### src/rtl/ddr2_traffic_gen.sv
// ddr2_traffic_gen: self-test traffic source and read-back checker for the
// DDR2 controller user burst interface. After controller init it writes an
// address-indexed pattern over NUM_BURSTS bursts, reads the same region back,
// counts every bad, missing or extra read beat, and drives the board LEDs.
module ddr2_traffic_gen #(
  parameter int unsigned ADDR_WIDTH = 26,
  parameter int unsigned DATA_WIDTH = 32,
  parameter int unsigned WBURST_LEN = 8,
  parameter int unsigned RBURST_LEN = 8,
  parameter int unsigned NUM_BURSTS = 16,
  parameter int unsigned WR_DELAY   = 200,
  parameter int unsigned RD_DELAY   = 2000
) (
  input  logic                  sys_clk,
  input  logic                  sys_rst_n,
  input  logic                  init_end,
  output logic                  wr_burst_req,
  output logic [ADDR_WIDTH-1:0] wr_burst_addr,
  output logic [7:0]            wr_burst_len,
  input  logic                  wr_burst_data_req,
  output logic [DATA_WIDTH-1:0] wr_burst_data,
  input  logic                  wr_burst_finish,
  output logic                  rd_burst_req,
  output logic [ADDR_WIDTH-1:0] rd_burst_addr,
  output logic [7:0]            rd_burst_len,
  input  logic                  rd_burst_data_valid,
  input  logic [DATA_WIDTH-1:0] rd_burst_data,
  input  logic                  rd_burst_finish,
  output logic                  init_end_led,
  output logic                  wr_over_led,
  output logic                  rd_error_led,
  output logic                  test_done,
  output logic [15:0]           err_count
);

  localparam int unsigned DLY_MAX  = (WR_DELAY > RD_DELAY) ? WR_DELAY : RD_DELAY;
  localparam int unsigned DLY_W    = (DLY_MAX > 1) ? $clog2(DLY_MAX) : 1;
  // Terminal counts; a zero delay still spends one cycle in the wait state.
  localparam int unsigned WR_TC    = (WR_DELAY > 0) ? WR_DELAY - 1 : 0;
  localparam int unsigned RD_TC    = (RD_DELAY > 0) ? RD_DELAY - 1 : 0;
  localparam int unsigned BIDX_W   = (NUM_BURSTS > 1) ? $clog2(NUM_BURSTS) : 1;
  localparam int unsigned BEAT_MAX = (WBURST_LEN > RBURST_LEN) ? WBURST_LEN : RBURST_LEN;
  localparam int unsigned BEAT_W   = $clog2(BEAT_MAX + 1);

  typedef enum logic [2:0] {
    IDLE,
    WR_WAIT,
    WR_BURST,
    RD_WAIT,
    RD_BURST,
    DONE
  } state_t;

  state_t                state;
  logic                  init_end_r;
  logic [DLY_W-1:0]      dly_cnt;
  logic [BIDX_W-1:0]     burst_idx;
  logic [BEAT_W-1:0]     beat_cnt;
  // Word index shared by both phases: next word to send, or next word expected.
  logic [ADDR_WIDTH-1:0] word_idx;

  logic                  last_burst;
  logic                  wr_take;
  logic [ADDR_WIDTH-1:0] wr_next_base;
  logic [ADDR_WIDTH-1:0] rd_next_base;
  logic                  rd_active;
  logic                  rd_beat;
  logic                  rd_in_window;
  logic                  rd_take;
  logic                  rd_beat_err;
  logic [BEAT_W-1:0]     rd_beats_next;
  logic [16:0]           rd_missing;
  logic [16:0]           err_add;
  logic [16:0]           err_sum;
  logic [15:0]           err_next;

  assign init_end_led = init_end_r;
  assign wr_burst_len = wr_burst_req ? 8'(WBURST_LEN) : 8'd0;
  assign rd_burst_len = rd_burst_req ? 8'(RBURST_LEN) : 8'd0;

  assign last_burst   = (burst_idx == BIDX_W'(NUM_BURSTS - 1));
  assign wr_next_base = wr_burst_addr + ADDR_WIDTH'(WBURST_LEN);
  assign rd_next_base = rd_burst_addr + ADDR_WIDTH'(RBURST_LEN);

  // A write beat is taken only inside the burst window; surplus data_req is ignored.
  assign wr_take = (state == WR_BURST) && wr_burst_req && wr_burst_data_req &&
                   (beat_cnt < BEAT_W'(WBURST_LEN));

  assign rd_active     = (state == RD_BURST) && rd_burst_req;
  assign rd_beat       = rd_active && rd_burst_data_valid;
  assign rd_in_window  = (beat_cnt < BEAT_W'(RBURST_LEN));
  assign rd_take       = rd_beat && rd_in_window;
  // Beats past the burst length count as one error each and are never compared.
  assign rd_beat_err   = rd_beat &&
                         (!rd_in_window || (rd_burst_data != DATA_WIDTH'(word_idx)));
  // The beat arriving with finish is counted before the shortfall is measured.
  assign rd_beats_next = beat_cnt + BEAT_W'(rd_take);

  // Error increment for this cycle, saturated at the 16-bit ceiling.
  always_comb begin
    // NOTE: every always_comb output gets a default first so no path can infer a latch.
    rd_missing = '0;
    if (rd_active && rd_burst_finish) begin
      rd_missing = 17'(RBURST_LEN) - 17'(rd_beats_next);
    end
    err_add  = 17'(rd_beat_err) + rd_missing;
    err_sum  = {1'b0, err_count} + err_add;
    err_next = err_sum[16] ? 16'hFFFF : err_sum[15:0];
  end

  // Sequencer: delays, write phase, read-back check, with abort on init_end loss.
  always_ff @(posedge sys_clk or negedge sys_rst_n) begin
    if (!sys_rst_n) begin
      state         <= IDLE;
      init_end_r    <= 1'b0;
      dly_cnt       <= '0;
      burst_idx     <= '0;
      beat_cnt      <= '0;
      word_idx      <= '0;
      wr_burst_req  <= 1'b0;
      wr_burst_addr <= '0;
      wr_burst_data <= '0;
      rd_burst_req  <= 1'b0;
      rd_burst_addr <= '0;
      wr_over_led   <= 1'b0;
      rd_error_led  <= 1'b0;
      test_done     <= 1'b0;
      err_count     <= '0;
    end else begin
      // NOTE: sequential state uses non-blocking assignments so every register
      // samples pre-edge values, independent of statement order.
      init_end_r <= init_end;
      if ((state != IDLE) && !init_end) begin
        // Abort: drop everything but the error history and wait for a new init.
        state         <= IDLE;
        dly_cnt       <= '0;
        burst_idx     <= '0;
        beat_cnt      <= '0;
        word_idx      <= '0;
        wr_burst_req  <= 1'b0;
        wr_burst_addr <= '0;
        wr_burst_data <= '0;
        rd_burst_req  <= 1'b0;
        rd_burst_addr <= '0;
        wr_over_led   <= 1'b0;
        test_done     <= 1'b0;
      end else begin
        case (state)
          IDLE: begin
            if (init_end_r) begin
              state   <= WR_WAIT;
              dly_cnt <= '0;
            end
          end

          WR_WAIT: begin
            if (dly_cnt == DLY_W'(WR_TC)) begin
              dly_cnt       <= '0;
              state         <= WR_BURST;
              wr_burst_req  <= 1'b1;
              wr_burst_addr <= '0;
              wr_burst_data <= '0;
              word_idx      <= '0;
              beat_cnt      <= '0;
              burst_idx     <= '0;
            end else begin
              dly_cnt <= dly_cnt + DLY_W'(1);
            end
          end

          WR_BURST: begin
            if (!wr_burst_req) begin
              // One idle cycle after each finish; address and data already loaded.
              wr_burst_req <= 1'b1;
            end else if (wr_burst_finish) begin
              wr_burst_req <= 1'b0;
              beat_cnt     <= '0;
              if (last_burst) begin
                burst_idx   <= '0;
                wr_over_led <= 1'b1;
                dly_cnt     <= '0;
                state       <= RD_WAIT;
              end else begin
                // Untaken words of a short burst are skipped: restart at the next base.
                burst_idx     <= burst_idx + BIDX_W'(1);
                wr_burst_addr <= wr_next_base;
                word_idx      <= wr_next_base;
                wr_burst_data <= DATA_WIDTH'(wr_next_base);
              end
            end else if (wr_take) begin
              beat_cnt      <= beat_cnt + BEAT_W'(1);
              word_idx      <= word_idx + ADDR_WIDTH'(1);
              wr_burst_data <= DATA_WIDTH'(word_idx + ADDR_WIDTH'(1));
            end
          end

          RD_WAIT: begin
            if (dly_cnt == DLY_W'(RD_TC)) begin
              dly_cnt       <= '0;
              state         <= RD_BURST;
              rd_burst_req  <= 1'b1;
              rd_burst_addr <= '0;
              word_idx      <= '0;
              beat_cnt      <= '0;
              burst_idx     <= '0;
            end else begin
              dly_cnt <= dly_cnt + DLY_W'(1);
            end
          end

          RD_BURST: begin
            if (!rd_burst_req) begin
              rd_burst_req <= 1'b1;
            end else begin
              if (err_add != '0) begin
                err_count    <= err_next;
                rd_error_led <= 1'b1;
              end
              if (rd_burst_finish) begin
                rd_burst_req <= 1'b0;
                beat_cnt     <= '0;
                if (last_burst) begin
                  burst_idx <= '0;
                  test_done <= 1'b1;
                  state     <= DONE;
                end else begin
                  burst_idx     <= burst_idx + BIDX_W'(1);
                  rd_burst_addr <= rd_next_base;
                  word_idx      <= rd_next_base;
                end
              end else if (rd_take) begin
                beat_cnt <= beat_cnt + BEAT_W'(1);
                word_idx <= word_idx + ADDR_WIDTH'(1);
              end
            end
          end

          DONE: begin
            // Single run per reset or init cycle: hold all results.
          end

          default: state <= IDLE;
        endcase
      end
    end
  end

endmodule

### config.mk
export PLATFORM = sky130hd
export DESIGN_NAME = ddr2_traffic_gen
export DESIGN_NICKNAME = d
export VERILOG_FILES = /design/src/rtl/ddr2_traffic_gen.sv
export SDC_FILE = /design/constraint.sdc
export NUM_CORES = 1
export LEC_CHECK = 0
export CORE_UTILIZATION = 30
export CTS_BUF_LIST = sky130_fd_sc_hd__clkbuf_4
export CTS_CLUSTER_SIZE = 28
export DETAILED_ROUTE_END_ITERATION = 10
export PLACE_DENSITY = 0.52
export SYNTH_ARGS = -nofsm -noshare
export SYNTH_HDL_FRONTEND = slang
export SYNTH_SLANG_ARGS = --single-unit
### constraint.sdc
create_clock -name sys_clk -period 7.23 [get_ports sys_clk]
set_input_delay 2.169 -clock sys_clk [delete_from_list [all_inputs] [get_ports sys_clk]]
set_output_delay 2.169 -clock sys_clk [all_outputs]
set_load 0.02 [all_outputs]
==> reports/qor.txt, run 1 <==
status - finished clean
EDFF count, synth - 0
sequential area share after synthesis - 35.3%
met1 Resource Use GR - 29.0%
Mapped Avg Cell Area - 8.45 sq um
vias per cell - 5.31
Setup CP Type - input pin to flip-flop
core area - 32,900 sq um
Die Wd - 186 microns
crit path DAT - 6.76 ns
Finished Cell Area - 12,000 sq um
most used routing layer - met1
slowest CP cell - nor4_1
largest net degree at the start of global routing - 80
DR DRC count - 0
# resized after CTS - 0
PwrDens - 200 nW/um^2
initial antenna violation count - 1
DR iter-0 viols - 684
CP Launch Type - input pin
Warnings, synthesis - 0
area delta synth->final - 18.8%
grt total ovfl - 0
share of cells above drive strength 1 - 6.20%
Worst Max-Slew Pin Slew - 1.11 ns
WP data required - 7.69 ns
ratio of final minimum period to clock period - 87.2%
CTS tree - built
Hold Path Class - flip-flop to flip-flop
Post-CTS Setup Inserts - 0
Slew HR - 25.5%
setup_tns - 0 ns
ys async rst share - 100%
GRT met2 Usage - 27.8%
Final HPWL DP - 23,900 microns
CTS Hold Buffers Added - 0
CTS max path bufs - 2
final-layout fill cell count - 3,497
CP Capture Type - flip-flop
router iterations before antenna repair - 5
Initial Util - 30.8%
met3 usage - 2.92%
clk sinks - 143
most frequent cells in the layout - dfrtp_1, o21ai_0, clkdlybuf4s50_1, nand2_1, nor2_1
f_max - 159 MHz
Worst Path Max Fanout - 14
H-tree depth - 4
clock skew - 0.0379 ns
peak supply drop - 0.120 mV
wire per inst - 18.8 microns
Max-cap violations - 0
Top Family by Delay on Critical Path - simple AND/OR/NAND/NOR gates
total detailed-routing wirelength - 32,800 microns
Synth area leader - dfrtp_1
post-synthesis cell area - 10,100 sq um
Die Y - 186 microns
most used flip-flop cell after synthesis - dfrtp_1
commonest non-fill, non-tap cell in the layout - dfrtp_1
RSZ-0062 raised after global routing - false
Std-Cell Rows - 66
unique cell type count in the Yosys netlist - 85
Final nets - 1,364
crit-path cells - clkdlybuf4s50_1 -> nor4_1 -> nand4_1 -> nor4_1 -> a211oi_1 -> ha_1 -> ha_1 -> fa_1 -> a211oi_1 -> o21bai_1 -> o21ai_0 -> a21oi_1 -> xnor2_1 -> buf_4 -> o21ai_0 -> mux2_2
CTS root buffer - clkbuf_4
IO Pins - 161
Clock Latency Late Sink - 0.59 ns
endpoints failing hold - 0
CTS clock-pin slew for the worst setup and hold paths - 0.12 ns
Seq cells post-synth - 143
Total GRT Usage - 19.1%
instance area at placement - 11,700 sq um
WP buf/inv - 2
total power - 2400 uW
CP peak stage delay - 0.60 ns
final slew viol count - 0
post-synth top area share - 35.3%
leakage power - 0.00501 uW
TritonCTS buffer count - 17
final setup fails - 0
Final ANT Viol Nets - 0
die area - 34,500 sq um
top area cells in the synthesized netlist - dfrtp_1, o21ai_0, xnor2_1, nand2_1, ha_1
Gate Count Post-Synth - 1,199
minimum clock period - 6.30 ns
first-pass GRT wire length - 50,500 microns
vias in the first global route - 8,502
Vias - 9,282
routability cong. - 0.886
port bufs - 135
sequential cells by signal (all words and copies together), names as in the netlist:
register / cells
word_idx: 26
wr_burst_addr: 23
rd_burst_req: 1
rd_burst_addr: 23
wr_burst_req: 1
burst_idx: 4
state: 3
init_end_led: 1
beat_cnt: 4
wr_burst_data: 27
rd_error_led: 1
wr_over_led: 1
err_count: 16
test_done: 1
dly_cnt: 11
worst reg2reg max path, cell delays in order (launching register included):
cell and delay (ns):
dfrtp_1 0.66, or3b_1 0.61, nor3_1 0.22, ha_1 0.19
ha_1 0.25, inv_1 0.07, ha_1 0.20, nand2b_1 0.12
a21oi_1 0.29, nand3_1 0.13, ha_1 0.29, inv_1 0.05
ha_1 0.34, a211o_1 0.32, o21ai_0 0.33, a21oi_1 0.13
xnor2_1 0.26, buf_4 0.25, o21ai_0 0.10, mux2_2 0.26
path summary, 6_finish.rpt:
kind,end,cells past startpoint,slack [ns],from
hold / removal,wr_burst_data[13],2,0.49,wr_burst_data[13]
setup / recovery,err_count[3],16,0.93,rd_burst_data[27]
setup reg to reg,err_count[3],19,2.03,state[0]
hold reg to reg,wr_burst_data[13],2,0.49,wr_burst_data[13]
min in group asynchronous,rd_burst_addr[11],1,1.63,sys_rst_n
max in group asynchronous,burst_idx[3],2,4.20,sys_rst_n
routing by layer:
layer,share of wire [%],vias to the layer above
li1,-,4489
met1,50,4483
met2,43,287
met3,5.5,23
met4,1.7,0
met5,0,-
through the flow:
step	utilization, %	setup slack (ns)	instances	hold WS [ns]
6_report	36.6	0.927	1749	0.490
3_3_place_gp	35.6	0.306	1716	0.454
4_1_cts	36.6	0.887	1748	0.492
5_1_grt	36.6	0.757	1749	0.513
3_5_place_dp	35.6	0.295	1716	0.461
2_1_floorplan	-	1.40	1223	0.451
synthesized netlist by cell type, drive strengths merged (17+ instances only):
master,count
and3,21
nor4,17
clkbuf,49
o31ai,39
xnor2,74
nand3,52
inv,27
a21oi,51
nor3,22
mux2,23
nand2,131
xor2,32
nand4,24
nor2,93
a31oi,21
ha,31
o21ai,144
dfrtp,143
buf,46
where the power goes:
group	total (uW)	leakage, uW	internal [uW]	switching (uW)
logic	798	0.00286	272	525
registers	992	0.00197	862	130
clock network	611	0.000177	289	322
area by class of cell:
cell class	instances	area, sq um	area share [%]
Clock buffer	21	158	1.31
Multi-Input combinational cell	958	6040	50.2
Inverter	27	101	0.842
Tap cell	442	553	4.60
Timing Repair Buffer	146	1440	11.9
Clock inverter	11	164	1.36
Antenna cell	1	2.50	0.0208
Sequential cell	143	3580	29.7
cell families (layout without fill, tap and decap cells):
group | after synthesis | count (layout) | share of synthesized area (%)
mux | 33 | 33 | 3.54
compound gates | 341 | 341 | 20.8
simple gates | 421 | 421 | 21.0
fa+ha+maj | 32 | 32 | 4.03
flops | 143 | 143 | 35.3
buf+inv | 122 | 205 | 6.11
other cells | 1 | 26 | 0.0370
xor+xnor | 106 | 106 | 9.24
Power figures use the tool's default switching activity.
==> run 2: changes to the inputs <==
Settings changed: ABC_CLOCK_PERIOD_IN_PS set to 7230.
==> results of run 2 <==
No change in the layout: final DEF, timing and power equal those of run 1.
==> RTL change: new RTL, flow settings as in run 2 <==
Put one more register stage on the output `rd_error_led`. The value now appears one clock later. The other outputs are not delayed to match.
--- a/src/rtl/ddr2_traffic_gen.sv
+++ b/src/rtl/ddr2_traffic_gen.sv
@@ -52,4 +52,6 @@
   } state_t;
 
+  logic rd_error_led_s0;
+
   state_t                state;
   logic                  init_end_r;
@@ -124,5 +126,5 @@
       rd_burst_addr <= '0;
       wr_over_led   <= 1'b0;
-      rd_error_led  <= 1'b0;
+      rd_error_led_s0 <= 1'b0;
       test_done     <= 1'b0;
       err_count     <= '0;
@@ -215,5 +217,5 @@
               if (err_add != '0) begin
                 err_count    <= err_next;
-                rd_error_led <= 1'b1;
+                rd_error_led_s0 <= 1'b1;
               end
               if (rd_burst_finish) begin
@@ -246,4 +248,12 @@
   end
 
+  always_ff @(posedge sys_clk or negedge sys_rst_n) begin
+    if (!sys_rst_n) begin
+      rd_error_led <= '0;
+    end else begin
+      rd_error_led <= rd_error_led_s0;
+    end
+  end
+
 endmodule
 
Formal check against the unedited RTL: same outputs for any inputs over 4 cycles, from zero or initial values and one cycle with sys_rst_n low; that may be too few to reach the edited logic, so the function may still have changed.
==> RTL change against run 2 <==
- setup slack improved by 0.11 ns
- worst hold slack got worse by 0.10 ns
- sequential cell count up 1
- non-clock buffer count up 5
- power up 2.4%
- routed wire length down 0.87%
- critical path type unchanged
- largest cell class unchanged
- synthesized cell count grew 2.1%
- cell area is 0.32% lower
- count of clock-buffer cells in the layout is 4 lower
- synthesized area increased by 0.30%
- critical path depth up 4
==> RTL change: results (changes against run 2) <==
* Outcome: completed
* Vias in the first global route at 8664 (+1.9%)
* Cell variety after synth at 82 (-3.5%)
* Worst r2r src: state[2]
* Clk_lat worst skew at 0.61 ns (+0.02 ns)
* Worst-Margin Slew at 1.15 ns (+0.0380 ns)
* Leakage at 4.90 nW (-2.2%)
* CTS clk-pin slew, worst paths at 0.12 ns (about the same)
* DRT iter0 DRCs at 743 (+8.6%)
* Hpwl dp at 24200 microns (+1.1%)
* Layout cell share with drive strength beyond 1 at 0.0543 (-0.00772)
* CTS HTree Levels at 4 (unchanged)
* CP startpoint: rd_burst_data_valid
* Fillers at 3476 (-0.60%)
* Worst hold path startpoint: rd_error_led_s0
* Commonest cells in the netlist: nand2_1, dfrtp_1, nor2_1
* Largest net degree at the start of global routing at 59 (-26%)
* Setup Skew at 0.0390 ns (+0.00115 ns)
* YS warnings at 0 (unchanged)
* Nets at 1384 (+1.5%)
* GRT Total Usage at 0.192 (+0.000620)
* Post-Place Worst Slack at 0.414 ns (+0.119 ns)
* Crit path max-delay family: adder cells
* Highest net fanout along the worst path at 5 (-9)
* Initial antenna violation count at 3 (+2)
* 1st-pass router iterations at 6 (+1)
* Slowest stage delay, CP at 0.50 ns (-0.10 ns)
* Vias per Instance at 5.27 (-0.70%)
* Post-Route WL at 32500 microns (-0.87%)
* Arr. time, crit path at 6.67 ns (-0.09 ns)
* Final Wtd Congestion at 0.912 (+3.0%)
* Max IR drop VDD at 0.163 mV (+36%)
* First-pass GRT wire length at 50700 microns (+0.42%)
-- RTL change: cell families (layout without fill, tap and decap cells) --
group / after synthesis / in the layout / share of synthesized area
XOR/XNOR: 108 / 108 / 0.0946
multiplexers: 12 / 12 / 0.0132
other: 1 / 26 / 0.000369
buffers and inverters: 128 / 206 / 0.0630
adder cells (fa/ha/maj): 32 / 32 / 0.0401
flip-flops: 144 / 144 / 0.355
AND/OR/NAND/NOR: 474 / 474 / 0.236
AO/OA/AOI/OAI: 325 / 325 / 0.199
-- RTL change: path summary, 6_finish.rpt --
path / cells after the start / slack, ns / endpoint
worst min register to register: 0 / 0.39 / rd_error_led
worst max-delay path: 20 / 1.03 / err_count[15]
worst max register to register: 18 / 2.00 / err_count[15]
max in group asynchronous: 2 / 4.55 / test_done
min in group asynchronous: 1 / 1.49 / wr_burst_addr[14]
worst min-delay path: 0 / 0.39 / rd_error_led
-- RTL change: layout make-up --
| class | instances | share of cell area |
|---|---|---|
| multi-input cells | 976 | 0.502 |
| inverters | 23 | 0.00720 |
| clock buffers | 17 | 0.0106 |
| clock inverters | 15 | 0.0101 |
| flip-flops and latches | 144 | 0.300 |
| diodes | 1 | 0.000209 |
| repair buffers | 151 | 0.123 |
| well taps | 448 | 0.0467 |
-- RTL change: stage by stage --
stage,area [sq um],cells,power (mW)
after global routing,12000,1775,2.63
after global placement,11700,1742,1.96
after CTS,12000,1774,2.48
after floorplan,10300,1248,1.68
final,12000,1775,2.46
after detailed placement,11700,1742,1.97
-- RTL change: per-layer routing --
metal  vias to the layer above  GRT usage  routed length, microns
li1                       4549          -                       -
met1                      4446      0.275                   15200
met2                       315      0.287                   14400
met3                        42     0.0425                    2210
met4                         2     0.0528                     633
met5                         -          0                      11
-- RTL change: power by group --
group          internal [mW]  switching, mW  leakage [nW]
logic                  0.304          0.649          2.77
registers              0.868          0.135          1.99
clock network          0.145          0.359         0.135
